### src/rtl/alu_pkg.sv
// Shared definitions for the 1-bit ALU slice and the bit-serial sequencer:
// operation codes, control-field positions and sequencer state encoding.
package alu_pkg;

    localparam logic [3:0] CTL_AND = 4'b0000;
    localparam logic [3:0] CTL_OR  = 4'b0001;
    localparam logic [3:0] CTL_ADD = 4'b0010;
    localparam logic [3:0] CTL_SUB = 4'b0110;
    localparam logic [3:0] CTL_SLT = 4'b0111;
    localparam logic [3:0] CTL_NOR = 4'b1100;

    localparam int AINV   = 3;
    localparam int BNEG   = 2;
    localparam int OP_MSB = 1;
    localparam int OP_LSB = 0;

    typedef enum logic [1:0] {
        ST_IDLE = 2'd0,
        ST_RUN  = 2'd1,
        ST_DONE = 2'd2
    } state_t;

    function automatic logic ctl_legal(input logic [3:0] c);
        return (c == CTL_AND) || (c == CTL_OR) || (c == CTL_ADD) ||
               (c == CTL_SUB) || (c == CTL_SLT) || (c == CTL_NOR);
    endfunction

    function automatic logic ctl_arith(input logic [3:0] c);
        return (c == CTL_ADD) || (c == CTL_SUB) || (c == CTL_SLT);
    endfunction

endpackage

### src/rtl/ALU.sv
// 1-bit ALU slice: optional inversion of either input, then AND/OR/sum/less
// selected by the low two control bits; carry is always produced.
module ALU
    import alu_pkg::*;
(
    input  logic [3:0] ALUctl,
    input  logic       a,
    input  logic       b,
    input  logic       c_in,
    input  logic       slt,
    output logic       ALUout,
    output logic       c_out
);

    logic a_eff;
    logic b_eff;

    assign a_eff = a ^ ALUctl[AINV];
    assign b_eff = b ^ ALUctl[BNEG];
    assign c_out = (a_eff & b_eff) | (a_eff & c_in) | (b_eff & c_in);

    always_comb begin
        ALUout = slt;
        case (ALUctl[OP_MSB:OP_LSB])
            2'b00:   ALUout = a_eff & b_eff;
            2'b01:   ALUout = a_eff | b_eff;
            2'b10:   ALUout = a_eff ^ b_eff ^ c_in;
            default: ALUout = slt;
        endcase
    end

endmodule

### src/rtl/bit_serial_alu.sv
// Multi-cycle ALU: drives one ALU slice LSB first, one bit per clock, with the
// carry fed back through a register; start/done handshake to the datapath.
//
// state   | meaning
// --------+-----------------------------------------------------------
// ST_IDLE | waiting for start; outputs hold the last result
// ST_RUN  | one operand bit per cycle through the slice, LSB first
// ST_DONE | finalise result (SLT fix-up, illegal codes), pulse done
module bit_serial_alu
    import alu_pkg::*;
#(
    parameter int WIDTH = 32
) (
    input  logic             clk,
    input  logic             reset,
    input  logic             start,
    input  logic [3:0]       ctl,
    input  logic [WIDTH-1:0] a,
    input  logic [WIDTH-1:0] b,
    output logic             busy,
    output logic             done,
    output logic [WIDTH-1:0] result,
    output logic             zero,
    output logic             carry_out
);

    localparam int CW = $clog2(WIDTH);

    state_t           state;
    state_t           state_nxt;
    logic [WIDTH-1:0] a_sr;
    logic [WIDTH-1:0] b_sr;
    logic [WIDTH-1:0] res_sr;
    logic [3:0]       ctl_q;
    logic             carry_q;
    logic [CW-1:0]    idx;
    logic             cout_q;
    logic             ovf_q;
    logic             msb_q;

    logic             accept;
    logic             last_bit;
    logic [3:0]       slice_ctl;
    logic             slice_out;
    logic             slice_cout;
    logic [WIDTH-1:0] final_res;
    logic             final_cout;

    // SLT runs through the slice as a subtract; the sign fix-up happens in DONE.
    assign slice_ctl = (ctl_q == CTL_SLT) ? CTL_SUB : ctl_q;
    assign last_bit  = (idx == CW'(WIDTH - 1));

    ALU u_slice (
        .ALUctl (slice_ctl),
        .a      (a_sr[0]),
        .b      (b_sr[0]),
        .c_in   (carry_q),
        .slt    (1'b0),
        .ALUout (slice_out),
        .c_out  (slice_cout)
    );

    always_comb begin
        state_nxt = state;
        accept    = 1'b0;
        case (state)
            ST_IDLE: begin
                if (start) begin
                    accept    = 1'b1;
                    state_nxt = ST_RUN;
                end
            end
            ST_RUN:  if (last_bit) state_nxt = ST_DONE;
            ST_DONE: state_nxt = ST_IDLE;
            default: state_nxt = ST_IDLE;
        endcase
    end

    always_comb begin
        final_res  = res_sr;
        final_cout = ctl_arith(ctl_q) ? cout_q : 1'b0;
        if (!ctl_legal(ctl_q)) begin
            final_res  = '0;
            final_cout = 1'b0;
        end else if (ctl_q == CTL_SLT) begin
            final_res = {{(WIDTH-1){1'b0}}, msb_q ^ ovf_q};
        end
    end

    always_ff @(posedge clk) begin
        if (reset) begin
            state     <= ST_IDLE;
            busy      <= 1'b0;
            done      <= 1'b0;
            zero      <= 1'b0;
            carry_out <= 1'b0;
            result    <= '0;
            a_sr      <= '0;
            b_sr      <= '0;
            res_sr    <= '0;
            ctl_q     <= '0;
            carry_q   <= 1'b0;
            idx       <= '0;
            cout_q    <= 1'b0;
            ovf_q     <= 1'b0;
            msb_q     <= 1'b0;
        end else begin
            state <= state_nxt;
            done  <= (state == ST_DONE);
            busy  <= accept || (state != ST_IDLE);
            zero  <= (result == '0);

            if (accept) begin
                a_sr    <= a;
                b_sr    <= b;
                ctl_q   <= ctl;
                carry_q <= ctl[BNEG];
                idx     <= '0;
                res_sr  <= '0;
            end

            // Operands shift right so bit i is always at position 0.
            if (state == ST_RUN) begin
                a_sr    <= a_sr >> 1;
                b_sr    <= b_sr >> 1;
                res_sr  <= {slice_out, res_sr[WIDTH-1:1]};
                carry_q <= slice_cout;
                idx     <= idx + 1'b1;
                if (last_bit) begin
                    cout_q <= slice_cout;
                    ovf_q  <= carry_q ^ slice_cout;
                    msb_q  <= slice_out;
                end
            end

            if (state == ST_DONE) begin
                result    <= final_res;
                carry_out <= final_cout;
                zero      <= (final_res == '0);
            end
        end
    end

endmodule
### config.mk
export PLATFORM = sky130hd
export DESIGN_NAME = bit_serial_alu
export DESIGN_NICKNAME = d
export VERILOG_FILES = /design/src/rtl/alu_pkg.sv /design/src/rtl/ALU.sv /design/src/rtl/bit_serial_alu.sv
export SDC_FILE = /design/constraint.sdc
export NUM_CORES = 1
export LEC_CHECK = 0
export BUFFER_PORTS_ARGS = -buffer_cell sky130_fd_sc_hd__buf_2
export CORE_AREA = 10 10 127 129
export CTS_CLUSTER_DIAMETER = 30
export CTS_CLUSTER_SIZE = 28
export DETAILED_ROUTE_END_ITERATION = 8
export DIE_AREA = 0 0 137 139
export GPL_ROUTABILITY_DRIVEN = 0
export PLACE_DENSITY = 0.77
export SETUP_SLACK_MARGIN = 0.02
export SYNTH_ARGS = -nofsm -noshare
export SYNTH_HDL_FRONTEND = slang
export SYNTH_SLANG_ARGS = --single-unit
### constraint.sdc
create_clock -name clk -period 3.14 [get_ports clk]
set_input_delay 0.471 -clock clk [delete_from_list [all_inputs] [get_ports clk]]
set_output_delay 0.471 -clock clk [all_outputs]
set_load 0.02 [all_outputs]
==> metrics <==
CTS resizes 0; top-area cell type share of the netlist area 43.4%; H-tree levels 4; top post-synthesis cells by area dfxtp_1 (43%), a311oi_2 (14%), nand2_1 (11%); RSZ-0062 raised after global routing false; Clock Power Share 46.2%; Max VDD drop 0.403 mV; Min-Delay Path Class primary input to flop; Async SR Flop Fraction 0%; Hold EP ctl_q[3]; DRC viols 0; DRT iter0 DRCs 401; Worst R2R End result[25]; vias in the first global route 5377; Crit Path Class flop to flop; CORE AREA 0.0137 mm2; final setup skew 8.28 ps; grt ovf 0; Routed Antenna Nets 0; Ports 107; Routed WL 15800 um; clock sink count 147; Sw Share 24.9%; Post-Syn Instances 773; Clk Latency, worst-skew pair 420 ps; sequential power share 42.8%; share of cells above drive strength 1 30.5%; FF-to-FF setup slack 990 ps; slowest stage delay, CP 840 ps; CTS clk-pin slew, worst paths 60 ps; Synth Flop Type dfxtp_1; Critical Path Start Type flop; FF+latch count, synth 147; hold slack 302 ps; Psw 1170 uW; Vias 5660; root buffer cell clkbuf_16; Max Cap Viol 0; CP delay by family, top compound AO/OA/AOI/OAI gates; die area 0.0190 mm2; Synth area leader dfxtp_1; period utilization 68.5%; Slew @ Worst Pin 1010 ps; first-pass GRT wire length 26700 um; wire per inst 15.2 um; R2R depth 5; Avg Vias per Cell 5.46; worst setup margin 990 ps; crit-path cells and2_4 -> o31ai_4 -> buf_4 -> nand3_1 -> a21oi_1; Port Buf Inserts 106; largest net degree at the start of global routing 85; Num CTS Buffers 17; footprint of the multi-input gates 0.00342 mm2; f_max 465 MHz; Crit path required time 3490 ps; slowest stage cell, crit path o31ai_4; Hold Crit Depth 3; sequential area share after synthesis 43.4%; commonest non-fill, non-tap cell in the layout nand2_1; fin nets 918; Cell Pwr Density 593 mW/mm2; hpwl dp 10500 um; Setup TNS Final 0 ps; Mean Syn Cell Area 8.76 um2; initial antenna violation count 1; most frequent cells in the layout nand2_1 (202), dfxtp_1 (147), buf_2 (105); Leak 0.00293 uW; Storage cell area 0.00294 mm2; Area growth, synth to finish 16.9%; chip width 137 um; status complete, no violations; post-layout min period 2150 ps; CP Capture Type flop; Final setup viols 0; Synth cell types 41; number of synthesized flops with an enable pin 0; fin. max-slew vios 0; Post-CTS Repair Setup Buffers 0; combinational share of power 11.0%; TritonCTS clock tree yes; worst path arrival time 2500 ps; pre-CTS WS 979 ps; Core Util, Final 58.0%; Rows 43; Max Root-Sink Buffers 2; Filler cells 1215; Yosys warning count 0; hold_buf cts 0; Rel. slew slack 32.6%; Internal 3530 uW; worst flop-to-flop path startpoint ctl_q[1]; die boundary height 139 um; mapped cell area 0.00678 mm2; post-synth net total 849; 1st-pass router iterations 4; final hold vios 0; CP max FO 19; Initial Util 49.6%; hold_sp ctl[3]; gr usage total 16.7%; Crit path buffers/inverters 1
-- state kept, by name (all words and copies together) (netlist names) --
signal,count
a_sr,32
busy,1
cout_q,1
carry_q,1
done,1
ovf_q,1
idx,5
carry_out,1
res_sr,32
zero,1
result,32
b_sr,32
ctl_q,4
msb_q,1
state,2
-- synthesized netlist by cell type (2+ instances only) --
cell type / count
a21oi_2: 20
a311oi_2: 62
xnor2_1: 3
nor4_1: 14
nor2_1: 76
o21ai_0: 5
nand2_1: 203
buf_2: 29
mux2i_1: 2
buf_6: 12
nand3_1: 50
dfxtp_1: 147
ha_1: 4
nand4_1: 3
nand2b_1: 3
buf_4: 9
clkbuf_1: 18
nand3b_1: 2
nor3_1: 7
nand3_2: 20
a21oi_1: 58
inv_1: 4
nor2b_1: 4
-- worst max-delay path by stage --
stage,startpoint,end,slack (ps),depth (start not counted)
after CTS,ctl_q[1],result[25],970,5
after global placement,ctl_q[1],result[25],1080,5
after global routing,ctl_q[1],result[24],820,5
after floorplan,ctl_q[2],msb_q,1420,6
after detailed placement,ctl_q[1],result[25],980,5
final,ctl_q[1],result[25],990,5
-- cell type report --
cell class                 count  share of cell area [%]
inverter                       4                   0.190
clock buffer                  21                    5.81
timing repair buffer         119                    8.64
tap                          180                    2.84
multi-input combinational    553                    43.1
clock inverter                11                    2.21
antenna                        1                  0.0316
sequential                   147                    37.1
-- cell families after synthesis --
kind of cell    share of synthesized area, %
compound gates                          22.5
fa+ha+maj                               1.03
simple gates                            25.8
buf+inv                                 6.43
xor+xnor                               0.517
flops                                   43.4
mux                                    0.295
-- power by group through the flow --
stage	logic (uW)	clock network (uW)	registers, uW
2_1_floorplan	429	0	2040
3_3_place_gp	507	0	2050
3_5_place_dp	518	0	2050
4_1_cts	521	2210	2010
5_1_grt	574	2290	2020
6_report	516	2170	2010
-- routing by layer --
metal,track usage (%),routed length [um]
met1,22.5,7350
met2,24.7,7240
met3,4.93,1030
met4,5.49,137
met5,0,0
-- through the flow --
step	std cells	instance area, um2	total power [uW]
finish	1036	7920	4700
floorplan	773	6780	2470
global placement	1003	7280	2560
detailed placement	1003	7280	2570
global route	1035	7920	4890
CTS	1035	7920	4740
-- worst register-to-register path: cells and delay by family (launching register included) --
kind	cells	cell delay, ps
flops	1	370
buf+inv	1	400
compound gates	2	1000
simple gates	2	310
Power figures use the tool's default switching activity.
